**src/rtl/updown_tick_ctrl.sv**
```systemverilog
// Run/pause/stop controller for a bounded up/down counter, paced by a tick-enable prescaler.
// Define UPDOWN_TICK_CTRL_SATURATE_EN to hold the count at its bounds instead of wrapping.
module updown_tick_ctrl #(
    parameter int unsigned DIV   = 25000000,
    parameter int unsigned WIDTH = 4,
    parameter int unsigned MAX   = 9,
    parameter int unsigned MIN   = 0
) (
    input  logic             clk_i,
    input  logic             rst_i,
    input  logic             start_i,
    input  logic             stop_i,
    input  logic             dir_i,
    input  logic             load_i,
    input  logic [WIDTH-1:0] load_val_i,
    output logic [WIDTH-1:0] count_o,
    output logic             tick_o,
    output logic             wrap_o,
    output logic             running_o,
    output logic [1:0]       state_o
);

    typedef enum logic [1:0] {
        StIdle  = 2'b00,
        StRun   = 2'b01,
        StPause = 2'b10
    } state_e;

    localparam logic [31:0]      PreLast = 32'(DIV - 1);
    localparam logic [WIDTH-1:0] CntMax  = WIDTH'(MAX);
    localparam logic [WIDTH-1:0] CntMin  = WIDTH'(MIN);

    state_e           state_q, state_d;
    logic [31:0]      pre_q, pre_d;
    logic [WIDTH-1:0] count_q, count_d;
    logic             tick_q, tick_d;
    logic             wrap_q, wrap_d;
    logic             running_q, running_d;

    logic             terminal;
    logic [WIDTH-1:0] step_val;
    logic             step_wrap;
    logic [WIDTH-1:0] load_clamped;

    assign terminal = (state_q == StRun) && (pre_q == PreLast);

    always_comb begin
        step_val  = count_q;
        step_wrap = 1'b0;
        if (dir_i) begin
            if (count_q == CntMax) begin
                step_wrap = 1'b1;
`ifdef UPDOWN_TICK_CTRL_SATURATE_EN
                step_val  = count_q;
`else
                step_val  = CntMin;
`endif
            end else begin
                step_val = count_q + 1'b1;
            end
        end else begin
            if (count_q == CntMin) begin
                step_wrap = 1'b1;
`ifdef UPDOWN_TICK_CTRL_SATURATE_EN
                step_val  = count_q;
`else
                step_val  = CntMax;
`endif
            end else begin
                step_val = count_q - 1'b1;
            end
        end
    end

    // Equality with MIN also maps to MIN, which keeps the compare non-trivial when MIN is 0.
    always_comb begin
        load_clamped = load_val_i;
        if (load_val_i > CntMax) begin
            load_clamped = CntMax;
        end else if (load_val_i <= CntMin) begin
            load_clamped = CntMin;
        end
    end

    always_comb begin
        state_d = state_q;
        pre_d   = pre_q;
        count_d = count_q;
        tick_d  = 1'b0;
        wrap_d  = 1'b0;
        case (state_q)
            StIdle: begin
                if (start_i && !stop_i) begin
                    state_d = StRun;
                end
            end
            StRun: begin
                pre_d = terminal ? 32'd0 : pre_q + 32'd1;
                if (terminal) begin
                    count_d = step_val;
                    tick_d  = 1'b1;
                    wrap_d  = step_wrap;
                end
                if (stop_i) begin
                    state_d = StPause;
                end
            end
            StPause: begin
                if (stop_i) begin
                    state_d = StIdle;
                    pre_d   = 32'd0;
                    count_d = CntMin;
                end else if (start_i) begin
                    state_d = StRun;
                end
            end
            default: begin
                state_d = StIdle;
            end
        endcase
        // Load beats any step; the prescaler keeps its own schedule.
        if (load_i) begin
            count_d = load_clamped;
            tick_d  = 1'b0;
            wrap_d  = 1'b0;
        end
    end

    assign running_d = (state_d == StRun);

    always_ff @(posedge clk_i) begin
        if (rst_i) begin
            state_q   <= StIdle;
            pre_q     <= 32'd0;
            count_q   <= CntMin;
            tick_q    <= 1'b0;
            wrap_q    <= 1'b0;
            running_q <= 1'b0;
        end else begin
            state_q   <= state_d;
            pre_q     <= pre_d;
            count_q   <= count_d;
            tick_q    <= tick_d;
            wrap_q    <= wrap_d;
            running_q <= running_d;
        end
    end

    assign count_o   = count_q;
    assign tick_o    = tick_q;
    assign wrap_o    = wrap_q;
    assign running_o = running_q;
    assign state_o   = state_q;

endmodule

```
**config.mk**
```make
export PLATFORM = sky130hd
export DESIGN_NAME = updown_tick_ctrl
export DESIGN_NICKNAME = d
export VERILOG_FILES = /design/src/rtl/updown_tick_ctrl.sv
export SDC_FILE = /design/constraint.sdc
export NUM_CORES = 1
export LEC_CHECK = 0
export CAP_MARGIN = 20
export CORE_UTILIZATION = 50
export DETAILED_ROUTE_END_ITERATION = 12
export PLACE_DENSITY = 0.7
export SLEW_MARGIN = 0
export SYNTH_ARGS = -nofsm -noshare
export SYNTH_HDL_FRONTEND = slang
export SYNTH_SLANG_ARGS = --single-unit
```
**constraint.sdc**
```tcl
create_clock -name clk_i -period 3.74 [get_ports clk_i]
set_input_delay 1.122 -clock clk_i [delete_from_list [all_inputs] [get_ports clk_i]]
set_output_delay 1.122 -clock clk_i [all_outputs]
set_load 0.01 [all_outputs]
```
-- Word-level counts from Yosys, hierarchy flattened
Cells that the tools add are included.
- $add $sub $neg: 3
- magnitude comparators: 2
- equal/unequal tests: 8
- muxes and demuxes: 21
- bitwise logic cells: 2
- reductions and logical operators: 11
- operator list (kind ; number):
    32-bit two-way mux ; 2
    32-bit case mux with 2 select lines ; 1
    32-bit by 1-bit adder with 32-bit output (second input constant) ; 1
    32-bit by 25-bit equality test with 1-bit output (second input constant) ; 1
    4-bit two-way mux ; 8
    2-bit two-way mux ; 4
    4-bit case mux with 2 select lines ; 1
    3-bit != test (second input constant) ; 2
    2-bit case mux with 3 select lines ; 1
    4-bit by 1-bit adder with 4-bit output (second input constant) ; 1
    2-bit by 1-bit equality test with 1-bit output (second input constant) ; 2
    4-bit equality test (second input constant) ; 1
    4-bit > comparator (second input constant) ; 1
    4-bit by 1-bit <= comparator with 1-bit output (second input constant) ; 1
    4-bit logical NOT ; 1
    1-bit two-way mux ; 4
    4-bit OR reduction ; 1
    4-bit by 1-bit subtractor with 4-bit output (second input constant) ; 1
    3-bit AND reduction ; 1
    3-bit nonzero test ; 1
    3-bit OR reduction ; 1
    2-bit equality test (second input constant) ; 1
    1-bit logical AND ; 2
    2-bit logical NOT ; 1
    other kinds (5) ; 6
- register bits after elaboration: 41
- output and inout bits: 9
- logic and storage cells: 53

-- Longest topological paths before layout
Gate-level depths: netlist of run 1.
- word-level depth: 6
- depth in mapped cells: 8

-- Worst setup path before layout of run 1
OpenSTA, ideal clock, no wires.
- path kind: input to register
- start: input stop_i
- end: register pre_q[23]
- library setup time: 0.114 ns
- data arrival time: 2.173 ns
- slack: 1.453 ns
- stages on the path: 5
- buffers on the path: 0
- cell sequence: nand3b_1 a2111oi_4 nand4_1 xor2_1 nor2_1
- longest elaborated chain between the ends: 2
- ends and longest elaborated chain (what ; RTL line ; text):
    start, declared ; 12 ; input logic stop_i,
    2-bit != test (no line) ; - ;
    2-bit AND reduction (no line) ; - ;
    end signal, assigned ; 141 ; pre_q <= pre_d;
    end, declared ; 34 ; logic [31:0] pre_q, pre_d;
Every way passes these cells.
A chain may end at the register's enable or synchronous reset.

-- Worst setup path after layout of run 1
- start: input stop_i
- end: register pre_q[19]
The elaborated chain is that of the path after synthesis.

==> out/qor.txt, run 1 <==
status -> finished clean
WL/cell -> 13.9 um
leak pwr -> 0.835 nW
Starting Density -> 53.9%
Seq/Total Area, Yosys -> 37.0%
H-tree lvl count -> 2
Fillers -> 396
commonest non-fill, non-tap cell in the layout -> dfxtp_1
synthesized flop and latch total -> 41
largest net degree at the start of global routing -> 23
Worst Tran Pin Value -> 0.971 ns
Setup TNS -> 0 ns
final net count -> 295
initial DRC count -> 73
dpl hpwl -> 3410 um
CP Cell Sequence -> clkdlybuf4s50_1 > nand3b_1 > nand2_1 > nor2_1 > a21oi_2 > nor2_1
endpoints failing hold -> 0
Post-Synthesis Cells -> 268
DP Area -> 2420 um^2
number of global-route vias before repair -> 1,628
relative slew slack -> 35.3%
Total Routing Usage GR -> 22.1%
first-pass GRT wire length -> 7700 um
Post-Layout Cell Count -> 335
RSZ-0062 raised after global routing -> no
Max FO, Critical Path -> 22
post-synthesis async set-or-reset flop share -> 0%
worst reg2reg path startpoint -> state_o[0]
RePlAce Congestion -> 0.855
Final period util -> 77.7%
HP Class -> reg2reg
design area -> 2530 um^2
DIE HEIGHT -> 68.6 um
worst skew pair latency -> 0.29 ns
pwr dens -> 351 nW/um^2
part of the power in the clock network -> 41.2%
Critical Path Max Stage Delay -> 0.73 ns
DRC errors left -> 0
num ports -> 19
ANT nets after route -> 0
Top cell by count, worst path -> nor2_1
Cell Area, Synth -> 2220 um^2
I/O Buffers -> 18
post-CTS setup buffer count -> 0
Vias/cell -> 5.91
initial antenna violation count -> 0
hold wc startpoint -> pre_q[0]
Flop pwr share -> 50.8%
DIE AREA -> 4710 um^2
Data arrival, critical path -> 3.05 ns
Setup Viol. Count Final -> 0
family with the most delay on the worst path -> compound AO/OA/AOI/OAI gates
EDFF count, synth -> 0
Ant. Diodes -> 0
Syn Nets -> 279
Worst-path clk slew -> 0.08 ns
Comb power frac -> 8.0%
ys flop type -> dfxtp_1
sw power -> 0.197 mW
Worst setup SP type -> input port
DR vias -> 1,979
hold buffers post-CTS -> 0
chip width -> 68.6 um
Max Cap Viol -> 0
worst vdd ir -> 237 uV
Setup CP Type -> in2reg
WL final -> 4660 um
most frequent cells in the layout -> dfxtp_1 (41), nor2_1 (39), nand2_1 (21), nand4_1 (20), xor2_1 (20)
synth warn -> 0
Net Sw Frac -> 22.2%
count of cell types in the netlist -> 54
Worst Path Buf+Inv -> 1
drt pass-1 iters -> 4
Final Max Slew Viols -> 0
dpl cells -> 327
root buf cell -> clkbuf_8
clk_skew -> 0.00890 ns
post-CTS sizing -> 0
Rows -> 23
fraction of layout cells with a size suffix above 1 -> 6.67%
P&R area growth vs syn -> 14.3%
crit path capture type -> flip-flop
Fmax -> 344 MHz
CTS sink count -> 41
Critical Path Source -> stop_i
TritonCTS clock tree -> yes
CTS Buf Count -> 5
Pint -> 0.693 mW
total congestion overflow -> 0
Max Root-Sink Buffers -> 2
Critical Path RT -> 3.88 ns
Avg Cell Area, Syn -> 8.28 um^2
min Tclk post-route -> 2.90 ns
core box area -> 4120 um^2
slowest stage cell, crit path -> a21oi_2
==> flip-flops by register name (all words and copies together) (netlist names) <==
signal     count
pre_q         32
count_o        4
state_o        2
running_o      1
tick_o         1
wrap_o         1
==> metrics by stage <==
step / setup slack (ns) / hold WS, ns / utilization (%) / power, mW
floorplan: 1.45 / 0.470 / - / 0.507
detailed placement: 0.498 / 0.502 / 58.8 / 0.535
global placement: 0.570 / 0.492 / 58.8 / 0.534
CTS: 0.818 / 0.512 / 61.6 / 0.900
global route: 0.638 / 0.552 / 61.6 / 0.925
finish: 0.835 / 0.509 / 61.6 / 0.891
==> cell type report <==
| cell class | instances | area (um^2) | area share, % |
|---|---|---|---|
| multi-input combinational | 210 | 1310 | 51.7 |
| sequential | 41 | 821 | 32.4 |
| timing repair buffer | 22 | 210 | 8.29 |
| clock buffer | 7 | 86.3 | 3.41 |
| tap | 50 | 62.6 | 2.47 |
| clock inverter | 1 | 30.0 | 1.18 |
| inverter | 4 | 15.0 | 0.592 |
==> power by group through the flow <==
| stage | Combinational [mW] | Clock, mW | Sequential [mW] |
|---|---|---|---|
| finish | 0.0713 | 0.367 | 0.453 |
| global route | 0.0783 | 0.392 | 0.455 |
| CTS | 0.0718 | 0.375 | 0.453 |
| detailed placement | 0.0716 | 0 | 0.463 |
| global placement | 0.0710 | 0 | 0.463 |
| floorplan | 0.0487 | 0 | 0.458 |
==> synth_stat cells, drive strengths merged, types with 2 or more instances <==
cell type | n | share of area (%)
dfxtp | 41 | 37
nor2 | 39 | 6.6
nand2 | 21 | 3.6
nand4 | 20 | 5.6
xor2 | 20 | 7.9
nand3 | 19 | 4.3
a21oi | 9 | 2.4
nor4 | 8 | 2.8
and3 | 7 | 2.0
clkbuf | 7 | 1.2
o21ai | 7 | 1.6
buf | 6 | 2.1
nor3 | 5 | 1.4
xnor2 | 5 | 2.0
a2111oi | 4 | 2.4
a31oi | 4 | 1.1
inv | 4 | 0.68
nand2b | 4 | 1.1
nor4b | 3 | 1.7
a311oi | 2 | 0.79
and2 | 2 | 0.56
and4 | 2 | 0.79
nand3b | 2 | 0.68
o211ai | 2 | 0.68
o21bai | 2 | 0.68
o22ai | 2 | 0.56
or2 | 2 | 0.56
or4b | 2 | 0.90
==> kinds of logic (layout without fill, tap and decap cells) <==
group                      after synthesis  in the layout  share of synthesized area, %
buffers and inverters                   17             34                          3.95
xor gates and xnor gates                25             25                          9.87
DFF                                     41             41                          37.0
and+or+nand+nor                        142            142                          34.6
AOI/OAI and AO/OA                       42             42                          14.0
adders and majority gates                1              1                         0.564
==> final timing paths <==
kind	slack, ns	to	cells past startpoint
setup / recovery	0.84	pre_q[19]	6
hold / removal	0.51	pre_q[0]	2
setup reg to reg	1.21	pre_q[19]	5
hold reg to reg	0.51	pre_q[0]	2
==> routing by layer <==
metal / track usage (%) / vias to the layer above / wire [um]
li1: - / 1012 / -
met1: 31.8 / 926 / 2450
met2: 32.1 / 37 / 1970
met3: 4.93 / 4 / 194
met4: 7.81 / 0 / 53
met5: 0 / - / 0
==> worst register-to-register path, cell delays in order, from the launching register on <==
cell     delay (ns)
dfxtp_1        0.49
and2b_1        0.28
nand3_1        0.13
or4b_1         0.56
a21oi_2        0.79
nor2_1         0.12
Power figures use the tool's default switching activity.
==> run 2: changes to the inputs <==
- clock period: 3.74 -> 2.9 ns (I/O delays scaled with it)
==> run 2 against run 1 <==
Compared with the run above:
- sequential share of layout area is essentially flat
- non-clock buffer count increased by 5
- final cell count up 1.5%
- combinational power is 36% higher
- critical path depth shrank 5
- setup slack lost 0.33 ns
- cell area rose by 0.15%
- first-iteration DRC count is 81% higher
- critical path type is now reg2out
==> out/qor.txt, run 2 (same netlist as run 1, synthesis figures left out) <==
TritonCTS clock tree -> yes
leak pwr -> 0.847 nW
DIE HEIGHT -> 68.6 um
endpoints failing hold -> 0
Critical Path Max Stage Delay -> 0.63 ns
ANT nets after route -> 0
Setup Viol. Count Final -> 0
Worst Hold Path EP -> pre_q[0]
Max FO, Critical Path -> 15
hold wc startpoint -> pre_q[0]
CTS sink count -> 41
commonest non-fill, non-tap cell in the layout -> dfxtp_1
drt pass-1 iters -> 4
crit path capture type -> output port
I/O Buffers -> 18
Max Cap Viol -> 0
Starting Density -> 53.9%
worst reg2reg path startpoint -> state_o[0]
post-CTS setup buffer count -> 0
initial antenna violation count -> 0
H-tree lvl count -> 2
worst setup margin -> 0.502 ns
RSZ-0062 raised after global routing -> no
HP Class -> reg2reg
Worst setup SP type -> flip-flop
number of global-route vias before repair -> 1,807
Data arrival, critical path -> 1.53 ns
chip width -> 68.6 um
CTS Buf Count -> 5
num ports -> 19
DRC errors left -> 0
status -> finished clean
hold depth -> 2
total congestion overflow -> 0
worst vdd ir -> 391 uV
dpl hpwl -> 3550 um
Final Util -> 61.7%
worst skew pair latency -> 0.29 ns
slowest stage cell, crit path -> clkdlybuf4s50_1
Vias/cell -> 5.93
largest net degree at the start of global routing -> 23
WL/cell -> 14.2 um
Critical Path RT -> 2.03 ns
pwr dens -> 408 nW/um^2
CP Cell Sequence -> clkdlybuf4s50_1
Worst Path Buf+Inv -> 1
root buf cell -> clkbuf_8
Fillers -> 393
post-CTS sizing -> 0
most frequent cells in the layout -> dfxtp_1 (41), nor2_1 (39), nand2_1 (21), nand4_1 (20), xor2_1 (20)
RePlAce Congestion -> 0.900
WL final -> 4840 um
DR vias -> 2,017
reg-to-reg slack, setup -> 0.59 ns
Worst Tran Pin Value -> 0.707 ns
fraction of layout cells with a size suffix above 1 -> 8.28%
clk_skew -> 0.00614 ns
Setup CP Type -> reg2out
Max Root-Sink Buffers -> 2
Total Routing Usage GR -> 23.6%
initial DRC count -> 132
Largest Register -> pre_q
DP Worst Slack -> 0.331 ns
Final Max Slew Viols -> 0
Worst-path clk slew -> 0.07 ns
max reg flops -> 32
P&R area growth vs syn -> 14.4%
relative slew slack -> 52.2%
hold buffers post-CTS -> 0
Worst R2R End -> pre_q[24]
final net count -> 300
cells on worst reg2reg path -> 6
Fmax -> 417 MHz
DIE AREA -> 4710 um^2
Rows -> 23
first-pass GRT wire length -> 8250 um
family with the most delay on the worst path -> buffers and inverters
min Tclk post-route -> 2.40 ns
Setup TNS -> 0 ns
Ant. Diodes -> 0
core box area -> 4120 um^2
Final period util -> 82.7%
[run 2: cell types whose count changed in the layout (fill, tap and decap cells not counted)]
cell	previous run	this run
bufinv_16	1	0
clkinv_2	0	2
buf_4	4	9
clkbuf_8	6	5
[run 2: where the power goes]
group / switching, mW / total (mW) / internal (mW) / leakage (nW)
Clock: 0.187 / 0.354 / 0.167 / 0.0450
Combinational: 0.0485 / 0.0971 / 0.0485 / 0.470
Sequential: 0.0154 / 0.585 / 0.569 / 0.331
Total: 0.251 / 1.04 / 0.784 / 0.847
[run 2: final cells by class]
class	instances	area, um^2	share of cell area [%]
multi-input combinational	210	1310	51.6
sequential	41	821	32.3
inverter	4	15.0	0.591
tap	50	62.6	2.46
clock inverter	2	10.0	0.394
timing repair buffer	27	248	9.76
clock buffer	6	72.6	2.86
[run 2: stage by stage]
step | cells | instance area [um^2] | power [mW] | hold slack [ns]
floorplan | 268 | 2220 | 0.654 | 0.470
global placement | 332 | 2460 | 0.694 | 0.496
detailed placement | 332 | 2460 | 0.695 | 0.506
CTS | 340 | 2540 | 1.05 | 0.518
global route | 340 | 2540 | 1.08 | 0.543
finish | 340 | 2540 | 1.04 | 0.513
[run 2: worst max path at each step]
stage	depth (start not counted)	start	to	slack (ns)
after floorplan	5	stop_i	pre_q[23]	0.87
final	1	count_o[0]	count_o[0]	0.50
after global placement	6	stop_i	count_o[3]	0.35
after global routing	7	pre_q[0]	pre_q[15]	0.39
after detailed placement	7	stop_i	pre_q[31]	0.33
after CTS	1	count_o[0]	count_o[0]	0.50
[run 2: layer usage]
metal	track usage, %	share of wire, %
met1	32.3	49
met2	35.9	44
met3	5.10	6.2
met4	9.38	1.1
met5	0	0
[run 2: worst min-delay path, delay by kind of cell (launching register included)]
kind	cells	cell delay [ns]
DFF	1	0.35
AOI/OAI and AO/OA	1	0.05
and+or+nand+nor	1	0.07
==> run 3: changes to the inputs <==
- PLACE_DENSITY: 0.7 -> 0.73
- clock period: 2.9 -> 2.14 ns (I/O delays scaled with it)
==> run 3 against run 2 <==
Compared with the run above:
- combinational power grew 70%
- sequential cell count unchanged
- register-to-register slack lost 0.50 ns
- critical path depth up 6
- count of clock-buffer cells in the layout is 1 higher
- sequential power is 34% higher
- first-iteration DRC count increased by 32%
- routed wire length increased by 7.5%
==> out/qor.txt, run 3 (same netlist as run 1, synthesis figures left out) <==
post-CTS setup buffer count -> 0
max reg flops -> 32
Total Routing Usage GR -> 25.0%
chip width -> 68.6 um
initial antenna violation count -> 0
endpoints failing hold -> 0
first-pass GRT wire length -> 8620 um
Ant. Diodes -> 0
DP Worst Slack -> -0.189 ns
total power -> 1.59 mW
Largest Register -> pre_q
Final Util -> 69.3%
Data arrival, critical path -> 2.29 ns
drt pass-1 iters -> 5
relative slew slack -> 63.3%
Worst setup SP type -> flip-flop
Post-Layout Cell Count -> 374
crit path capture type -> flip-flop
most frequent cells in the layout -> buf_4 (42), dfxtp_1 (40), nor2_1 (39), nand2_1 (21)
Flop pwr share -> 49.4%
HP Class -> reg2reg
largest net degree at the start of global routing -> 23
Starting Density -> 53.9%
number of global-route vias before repair -> 1,846
worst skew pair latency -> 0.29 ns
Max Cap Viol -> 0
root buf cell -> clkbuf_8
DP Area -> 2720 um^2
CTS sink count -> 41
status -> finished clean
Worst Tran Pin Value -> 0.537 ns
ANT nets after route -> 0
P&R area growth vs syn -> 28.5%
WL/cell -> 13.9 um
hold_ws -> 0.528 ns
DRC errors left -> 0
sw power -> 0.352 mW
Setup Viol. Count Final -> 0
RePlAce Congestion -> 0.838
core box area -> 4120 um^2
Final Max Slew Viols -> 0
Setup CP Type -> reg2reg
final net count -> 334
Fmax -> 488 MHz
commonest non-fill, non-tap cell in the layout -> buf_4
total congestion overflow -> 0
Final period util -> 95.8%
DR vias -> 2,126
fraction of layout cells with a size suffix above 1 -> 18.8%
Setup TNS -> 0 ns
Max Root-Sink Buffers -> 2
CTS Buf Count -> 5
TritonCTS clock tree -> yes
Rows -> 23
Critical Path RT -> 2.38 ns
design area -> 2850 um^2
Net Sw Frac -> 22.2%
hold buffers post-CTS -> 0
part of the power in the clock network -> 40.2%
min Tclk post-route -> 2.05 ns
DIE AREA -> 4710 um^2
WL final -> 5200 um
dpl hpwl -> 3910 um
pwr dens -> 557 nW/um^2
Vias/cell -> 5.68
Pint -> 1.24 mW
Fillers -> 331
RSZ-0062 raised after global routing -> no
H-tree lvl count -> 2
worst setup margin -> 0.0909 ns
clk_skew -> 0.00465 ns
worst vdd ir -> 616 uV
dpl cells -> 366
leak pwr -> 1.04 nW
initial DRC count -> 174
I/O Buffers -> 18
Comb power frac -> 10.4%
Max FO, Critical Path -> 4
num ports -> 19
Worst-path clk slew -> 0.07 ns
DIE HEIGHT -> 68.6 um
[run 3: worst paths after layout]
kind / slack [ns] / start / end / cells past startpoint
setup / recovery: 0.09 / pre_q[1] / pre_q[30] / 7
hold / removal: 0.53 / pre_q[30] / pre_q[30] / 2
setup reg to reg: 0.09 / pre_q[1] / pre_q[30] / 7
hold reg to reg: 0.53 / pre_q[30] / pre_q[30] / 2
[run 3: area by class of cell]
type,instances,area (um^2),share of cell area [%]
flip-flops and latches,41,822,28.8
clock buffers,7,86.3,3.03
clock inverters,1,30.0,1.05
repair buffers,61,515,18.1
inverters,4,15.0,0.527
multi-input cells,210,1320,46.3
well taps,50,62.6,2.19
[run 3: layer usage]
metal,global-route usage (%),part of all wire [%],vias up
met5,0,0,-
met4,8.59,1.1,0
met3,4.44,4.5,7
met2,39.0,46,52
met1,34.4,48,979
li1,-,-,1088
[run 3: power by group through the flow]
stage | registers, mW | logic, mW | clock network [mW]
2_1_floorplan | 0.801 | 0.0850 | 0
6_report | 0.784 | 0.165 | 0.639
5_1_grt | 0.785 | 0.180 | 0.688
4_1_cts | 0.783 | 0.165 | 0.655
3_5_place_dp | 0.801 | 0.164 | 0
3_3_place_gp | 0.801 | 0.160 | 0
[run 3: what timing repair did]
action                     CTS  global route
pin swaps                    0             0
gates resized for setup      1             2
setup endpoints to repair    1             3
[run 3: worst max-delay path: stages, from the launching register on]
cell     delay [ns]
dfxtp_1        0.38
ha_1           0.19
nand3_1        0.12
buf_4          0.17
nor4_2         0.33
nand4_1        0.18
or4b_1         0.53
nand3_1        0.09
